## src/rtl/zeta_pkg.sv

```systemverilog
// Shared defaults and state encoding for the zeta moving-average stage.
package zeta_pkg;

  localparam int unsigned WIDTH_DEF      = 20;
  localparam int unsigned DEPTH_LOG2_DEF = 3;

  typedef enum logic {
    FILL = 1'b0,
    RUN  = 1'b1
  } state_t;

endpackage

```

## src/rtl/zeta_window.sv

```systemverilog
// Circular sample buffer for zeta: holds the last N accepted samples,
// exposes the entry about to be overwritten and the fill status.
module zeta_window
  import zeta_pkg::*;
#(
  parameter int unsigned WIDTH      = WIDTH_DEF,
  parameter int unsigned DEPTH_LOG2 = DEPTH_LOG2_DEF
) (
  input  logic                    clk,
  input  logic                    reset_n,
  input  logic                    push,
  input  logic                    clear,
  input  logic signed [WIDTH-1:0] din,
  output logic signed [WIDTH-1:0] oldest,
  output logic                    last,
  output logic                    full
);

  localparam int unsigned N  = 2 ** DEPTH_LOG2;
  localparam int unsigned CW = DEPTH_LOG2 + 1;

  logic signed [WIDTH-1:0] ring [N];
  logic [DEPTH_LOG2-1:0]   wr_ptr;
  logic [CW-1:0]           cnt;

  // Entries start at zero so the running-sum subtraction is exact while filling.
  always_ff @(posedge clk or negedge reset_n) begin
    if (!reset_n) begin
      for (int unsigned i = 0; i < N; i++) ring[i] <= '0;
      wr_ptr <= '0;
      cnt    <= '0;
    end else if (clear) begin
      for (int unsigned i = 0; i < N; i++) ring[i] <= '0;
      wr_ptr <= '0;
      cnt    <= '0;
    end else if (push) begin
      ring[wr_ptr] <= din;
      wr_ptr       <= wr_ptr + 1'b1;
      if (cnt != CW'(N)) cnt <= cnt + 1'b1;
    end
  end

  assign oldest = ring[wr_ptr];
  assign last   = (cnt == CW'(N - 1));
  assign full   = (cnt == CW'(N));

endmodule

```

## src/rtl/zeta.sv

```systemverilog
// zeta: windowed moving average of the epsilon sample stream, one
// floor-divided average per accepted sample once the window is full.
module zeta
  import zeta_pkg::*;
#(
  parameter int unsigned WIDTH      = WIDTH_DEF,
  parameter int unsigned DEPTH_LOG2 = DEPTH_LOG2_DEF
) (
  input  logic                    clk,
  input  logic                    reset_n,
  input  logic signed [WIDTH-1:0] E_out,
  input  logic                    e_valid,
  output logic                    e_ready,
  input  logic                    flush,
  output logic signed [WIDTH-1:0] Z_out,
  output logic                    z_valid,
  input  logic                    z_ready,
  output logic                    filled
);

  localparam int unsigned AW = WIDTH + DEPTH_LOG2;

  state_t                  state;
  logic signed [AW-1:0]    acc;
  logic signed [AW-1:0]    acc_next;
  logic signed [WIDTH-1:0] avg;
  logic signed [WIDTH-1:0] oldest;
  logic                    last;
  logic                    full;
  logic                    accept;
  logic                    produce;

  zeta_window #(
    .WIDTH      (WIDTH),
    .DEPTH_LOG2 (DEPTH_LOG2)
  ) u_window (
    .clk     (clk),
    .reset_n (reset_n),
    .push    (accept),
    .clear   (flush),
    .din     (E_out),
    .oldest  (oldest),
    .last    (last),
    .full    (full)
  );

  // No skid buffer: accept only when the output slot is free or draining.
  assign e_ready  = (!z_valid || z_ready) && !flush;
  assign accept   = e_valid && e_ready;
  // The Nth accept in FILL already produces an output.
  assign produce  = accept && (full || last);
  assign acc_next = acc + AW'(E_out) - AW'(oldest);
  // Arithmetic shift floors toward -inf; the mean always fits in WIDTH.
  assign avg      = WIDTH'(acc_next >>> DEPTH_LOG2);
  assign filled   = (state == RUN);

  // Running sum, FILL/RUN state and registered output handshake.
  always_ff @(posedge clk or negedge reset_n) begin
    if (!reset_n) begin
      acc     <= '0;
      state   <= FILL;
      Z_out   <= '0;
      z_valid <= 1'b0;
    end else if (flush) begin
      acc     <= '0;
      state   <= FILL;
      z_valid <= 1'b0;
    end else begin
      if (accept) acc <= acc_next;
      if (accept && last) state <= RUN;
      if (produce) begin
        Z_out   <= avg;
        z_valid <= 1'b1;
      end else if (z_ready) begin
        z_valid <= 1'b0;
      end
    end
  end

endmodule

```

## config.mk

```make
export PLATFORM = sky130hd
export DESIGN_NAME = zeta
export DESIGN_NICKNAME = d
export VERILOG_FILES = /design/src/rtl/zeta_pkg.sv /design/src/rtl/zeta_window.sv /design/src/rtl/zeta.sv
export SDC_FILE = /design/constraint.sdc
export NUM_CORES = 1
export LEC_CHECK = 0
export CORE_ASPECT_RATIO = 2
export CORE_MARGIN = 2
export CORE_UTILIZATION = 58
export DETAILED_ROUTE_END_ITERATION = 8
export GPL_TIMING_DRIVEN = 0
export PLACE_DENSITY = 0.81
export SYNTH_ARGS = -nofsm -noshare
export SYNTH_HDL_FRONTEND = slang
export SYNTH_SLANG_ARGS = --single-unit
```

## constraint.sdc

```tcl
create_clock -name clk -period 5.1 [get_ports clk]
set_input_delay 0.51 -clock clk [delete_from_list [all_inputs] [get_ports clk]]
set_output_delay 0.51 -clock clk [all_outputs]
set_load 0.01 [all_outputs]
```

; Word-level counts from Yosys, hierarchy flattened
; Cells that the tools add are included.
[word_totals]
mem_bits_rw = 0
memories = 0
romBits = 0
latchBits = 0
word_cells = 60
out_inout_bits = 23
regBits = 212
[classes]
shift = 0
reduce_logical = 15
n_mul = 0
eq_ne = 3
bitwise_logic = 2
order_cmp = 2
addsub = 4
mux = 20
div_mod_pow = 0
[ops]
columns = op, count
row1 = 2-to-1 mux 160 bit, 2
row2 = bitwise mux 160 bit, 1
row3 = binary-select mux 20 bit (select 3 bit), 1
row4 = demux 20 bit (select 3 bit), 1
row5 = 2-to-1 mux 20 bit, 3
row6 = 2-to-1 mux 23 bit, 2
row7 = adder 23 x 20 -> 23 bit, 1
row8 = subtractor 23 x 20 -> 23 bit, 1
row9 = 2-to-1 mux 4 bit, 3
row10 = 2-to-1 mux 3 bit, 2
row11 = nonzero test 2 bit, 3
row12 = logical AND 1 bit, 5
row13 = 2-to-1 mux 1 bit, 5
row14 = "adder 4 x 1 -> 4 bit, second input constant", 1
row15 = "equality test 4 x 3 -> 1 bit, second input constant", 1
row16 = "equality test 4 bit, second input constant", 1
row17 = ">= comparator 4 bit, second input constant", 1
row18 = "< comparator 4 x 1 -> 1 bit, second input constant", 1
row19 = "inequality test 4 bit, second input constant", 1
row20 = NOT 3 -> 4 bit, 1
row21 = AND reduction 2 bit, 2
row22 = "adder 3 x 1 -> 3 bit, second input constant", 1
row23 = nonzero test 3 bit, 1
row24 = zero test 1 bit, 2
row25 = other kinds (2), 3

; Longest topological paths before layout
; Gate-level depths: netlist (run 1).
[logic_depth]
word_depth = 8
ltp_mapped = 18

; Hierarchy
; A second synthesis (run 1) with hierarchy kept.
[unflattened]
hier_cells = 1451
hier_area_um2 = 12390.6
[modules_own_cells]
columns = mod, cells_each, instances, area_each_um2
row1 = zeta_window, 955, 1, 8345.5
row2 = zeta, 496, 1, 4045.1

; Worst setup path before layout (run 1)
; No wires, ideal clock.
[synth_path]
path_kind = reg-to-reg
start = reg u_window.wr_ptr[2]
end = reg acc[15]
slack_ns = 1.090
synth_period_minus_slack_ns = 4.010
setup_time_ns = 0.126
t_arrival_ns = 3.884
path_stages_with_launch = 17
required_time_ns = 4.974
cell_sequence = dfrtp_1 > clkbuf_1 > nor3b_1 > clkbuf_1 > buf_1 > a22oi_1 > nand4_1 > fa_1 > inv_1 > ha_1 > and2_4 > a221o_1 > a31oi_4 > o21ai_2 > a221oi_4 > nor4_2 > a311o_1
[synth_between]
elab_chain_cells = 7
[synth_rtl]
columns = item, line
row1 = from (decl), zeta_window.sv:23  ; logic [DEPTH_LOG2-1:0] wr_ptr;
row2 = from (signal assigned), zeta_window.sv:38  ; wr_ptr <= wr_ptr + 1'b1;
row3 = NOT 3 -> 4 bit (implied by the code), zeta_window.sv:43  ; assign oldest = ring[wr_ptr];
row4 = binary-select mux 20 bit (select 3 bit), zeta_window.sv:43
row5 = 2-to-1 mux 20 bit (implied by the code) (2 in series), zeta_window.sv:43
row6 = subtractor 23 x 20 -> 23 bit, zeta.sv:52  ; assign acc_next = acc + AW'(E_out) - AW'(oldest);
row7 = 2-to-1 mux 23 bit, zeta.sv:69  ; if (accept) acc <= acc_next;
row8 = 2-to-1 mux 23 bit, zeta.sv:64  ; end else if (flush) begin
row9 = to (signal assigned), zeta.sv:69
row10 = to (decl), zeta.sv:24  ; logic signed [AW-1:0] acc;
; No other way between the ends. The select of a mux whose other input is x is not followed.
; A chain may end at the register's enable or synchronous reset.

; Worst setup path after layout (run 1)
[layout_path]
start = reg u_window.wr_ptr[1]
end = reg acc[19]
; The elaborated chain is that of the path after synthesis.

==> results.sh, run 1 <==
export IMPL_fmax_mhz=202
export IMPL_clock_latency_ps=510
export IMPL_crit_type="flip-flop to flip-flop"
export IMPL_num_nets_final=1455
export IMPL_antenna_left=0
export IMPL_ctsRootBufferMaster="clkbuf_16"
export IMPL_synth_cells=1327
export IMPL_worst_pin_slew_ps=965
export IMPL_p_clk_frac=0.290
export IMPL_fill_cells=1642
export IMPL_dieArea_um2=20700
export IMPL_cts_htree_levels=1
export IMPL_syn_area_um2=11300
export IMPL_cts_tree="built"
export IMPL_synthFlopType="dfrtp_1"
export IMPL_overflow=0
export IMPL_grt_use_total=0.371
export IMPL_p_per_area_nw_per_um2=421
export IMPL_crit_chain="clkbuf_1 > and3b_1 > clkbuf_2 > buf_2 > a22oi_1 > nand4_1 > fa_1 > inv_1 > ha_1 > o21ai_0 > o21ai_2 > nand3_1 > o21ai_2 > a41oi_1 > or4_1 > o311ai_0"
export IMPL_worst_setup_path_start_kind="flip-flop"
export IMPL_drt_pass1_iter_count=5
export IMPL_setup_violations=0
export IMPL_critPathArrivalTime_ps=5340
export IMPL_grt_pass1_wl_mm=57.8
export IMPL_synthArstFlopShare=1.00
export IMPL_layout_commonest_cell="nand2_1"
export IMPL_gp_congestion=0.970
export IMPL_max_cap_viol_count=0
export IMPL_syn_nets=1401
export IMPL_syn_avg_cell_area_um2=8.54
export IMPL_p_comb_frac=0.370
export IMPL_status="finished with violations"
export IMPL_routed_via_density=6.31
export IMPL_yosysSeqAreaShare=0.468
export IMPL_p_int_mw=3.34
export IMPL_synth_edf_count=0
export IMPL_path_clk_slew_ps=70
export IMPL_die_h_um=202
export IMPL_vdd_drop_max_uv=257
export IMPL_cp_slowest_cell="fa_1"
export IMPL_wl_per_cell_um=22.7
export IMPL_first_global_vias=10800
export IMPL_setup_ws_ps=145
export IMPL_syn_to_final_growth_pct=12.1
export IMPL_worstSetupStartpoint="u_window.wr_ptr[1]$_DFFE_PN0P_"
export IMPL_critPathMostFrequentCell="o21ai_2"
export IMPL_drc_errors=0
export IMPL_slowest_delay_ps=510
export IMPL_p_leak_nw=5.48
export IMPL_ios=48
export IMPL_ys_warn_count=0
export IMPL_violations="hold timing"
export IMPL_max_slew_margin=0.357
export IMPL_final_core_util=0.659
export IMPL_portBuffers=32
export IMPL_clock_sinks=212
export IMPL_die_w_um=103
export IMPL_rows=72
export IMPL_netSwitchingFraction=0.375
export IMPL_hpwlAfterDp_mm=26.0
export IMPL_grt_setup_unrepaired="no"
export IMPL_synth_cell_types=61
export IMPL_via_count=10400
export IMPL_mostFrequentLayoutCells="394 x nand2_1, 212 x dfrtp_1, 195 x a21oi_1, 83 x inv_1, 82 x clkbuf_1"
export IMPL_hp_class="input port to async pin"
export IMPL_synth_seq_cells=212
export IMPL_core_um2=19300
export IMPL_initial_core_util=0.588
export IMPL_cts_path_max_buffers=3
export IMPL_postRouteWirelength_mm=37.5
export IMPL_end_kind="flip-flop"
export IMPL_fin_worst_skew_ps=14.3
export IMPL_grt_max_degree=125
export IMPL_timing_final_crit_share=0.972
export IMPL_drv_slew=0
export IMPL_min_period_ps=4950
export IMPL_p_sw_mw=2.00
export IMPL_final_layout_size_suffix_gt1_frac=0.0574
export IMPL_crit_path_max_fanout=10
export IMPL_cts_buffers_inserted=20
export IMPL_whs_ps=-21.1
export IMPL_cts_hold_buf=0
export IMPL_drt_iter0_drc=1038
export IMPL_reg2reg_from="u_window.wr_ptr[1]$_DFFE_PN0P_"
export IMPL_p_seq_frac=0.340
export IMPL_post_place_ws_ps=-246
export IMPL_antenna_found_initial=0
export IMPL_cp_required_ps=5480
export IMPL_hold_viol=7
[repair_timing]
item	4_1_cts	5_1_grt
endpoints found under the setup margin	17	20
gates resized for setup	7	19
buffers inserted	0	1
pin swaps	0	1
[worst paths after layout]
kind | end | slack [ps] | cells past startpoint
min reg2reg | Z_out[14]$_DFFE_PN0P_ | 480 | 2
max in group asynchronous | u_window.ring[37]$_DFFE_PN0P_ | 4050 | 2
max | acc[19]$_DFFE_PN0P_ | 150 | 16
min | u_window.ring[21]$_DFFE_PN0P_ | -20 | 1
max reg2reg | acc[19]$_DFFE_PN0P_ | 150 | 16
min in group clk | u_window.ring[102]$_DFFE_PN0P_ | 430 | 3
[routing by layer]
metal  global-route usage  routed length (µm)
met5                    0                   0
met2                0.615               18600
met3               0.0663                3270
met4                0.279                3510
met1                0.413               12100
[worst max-delay path: cells and delay by family (launching register included)]
| family | cells | cell delay [ps] |
|---|---|---|
| AO/OA/AOI/OAI | 6 | 1470 |
| AND/OR/NAND/NOR | 4 | 1140 |
| buffers and inverters | 4 | 950 |
| adder cells (fa/ha/maj) | 2 | 850 |
| flip-flops | 1 | 390 |
[kinds of logic (layout without fill, tap and decap cells)]
logic type | Yosys count | count (layout) | share of synthesized area
compound gates | 352 | 352 | 0.192
xor+xnor | 25 | 25 | 0.0193
fa+ha+maj | 49 | 49 | 0.0687
buf+inv | 190 | 256 | 0.0654
flops | 212 | 212 | 0.468
mux | 4 | 4 | 0.00398
other cells | 0 | 1 | 0
simple gates | 495 | 495 | 0.183
[cells in the mapped netlist, types with 7 or more instances]
library cell / n / share of area
nand4_1: 22 / 0.012
o21ai_0: 23 / 0.010
a21o_1: 9 / 0.0060
fa_1: 22 / 0.039
nand3_1: 13 / 0.0057
a31oi_1: 9 / 0.0050
a22oi_1: 75 / 0.050
xor2_1: 15 / 0.012
ha_1: 27 / 0.030
xnor2_1: 10 / 0.0077
a211oi_1: 7 / 0.0046
clkbuf_1: 93 / 0.031
a21oi_1: 195 / 0.086
and3_1: 12 / 0.0066
nor2_1: 25 / 0.0083
dfrtp_1: 212 / 0.47
nand2_1: 394 / 0.13
inv_1: 83 / 0.027
[flip-flops by register name, summed over array words and instances (netlist names)]
| signal | cells |
|---|---|
| acc | 23 |
| u_window.ring | 160 |
| u_window.wr_ptr | 3 |
| Z_out | 20 |
| filled | 1 |
| z_valid | 1 |
| u_window.cnt | 4 |
[power groups by stage]
| stage | registers [mW] | logic [mW] | clock network, mW |
|---|---|---|---|
| 2_1_floorplan | 1.83 | 1.41 | 0 |
| 3_3_place_gp | 1.84 | 1.85 | 0 |
| 3_5_place_dp | 1.84 | 1.90 | 0 |
| 4_1_cts | 1.81 | 1.93 | 1.54 |
| 5_1_grt | 1.82 | 2.16 | 1.61 |
| 6_report | 1.82 | 1.98 | 1.55 |
[per-stage QoR]
| step | area [µm²] | hold slack, ps | cells | power [mW] | TNS (ps) |
|---|---|---|---|---|---|
| after floorplan | 11300 | 214 | 1327 | 3.24 | 0 |
| after global placement | 12000 | 460 | 1618 | 3.70 | -1107540 |
| after detailed placement | 12000 | 467 | 1619 | 3.75 | -1830 |
| after CTS | 12700 | 49.5 | 1653 | 5.28 | 0 |
| after global routing | 12700 | 62.4 | 1652 | 5.59 | 0 |
| final | 12700 | -21.1 | 1653 | 5.34 | 0 |
[area by class of cell]
class                      instances  area (µm²)  area share
antenna                            1        2.50    0.000197
inverter                          83         312      0.0245
timing repair buffer              34         360      0.0284
clock inverter                     9         106     0.00838
buffer                           105         443      0.0349
tap                              259         324      0.0255
multi-input combinational        925        5290       0.417
sequential                       212        5310       0.418
clock buffer                      25         551      0.0434
No activity file was read; power rests on OpenSTA's default activity.
==> inputs of run 2 (changes only) <==
- SKIP_LAST_GASP: not set -> 1
==> results of run 2 <==
The final DEF is identical to that of run 1; final timing and power are the same.
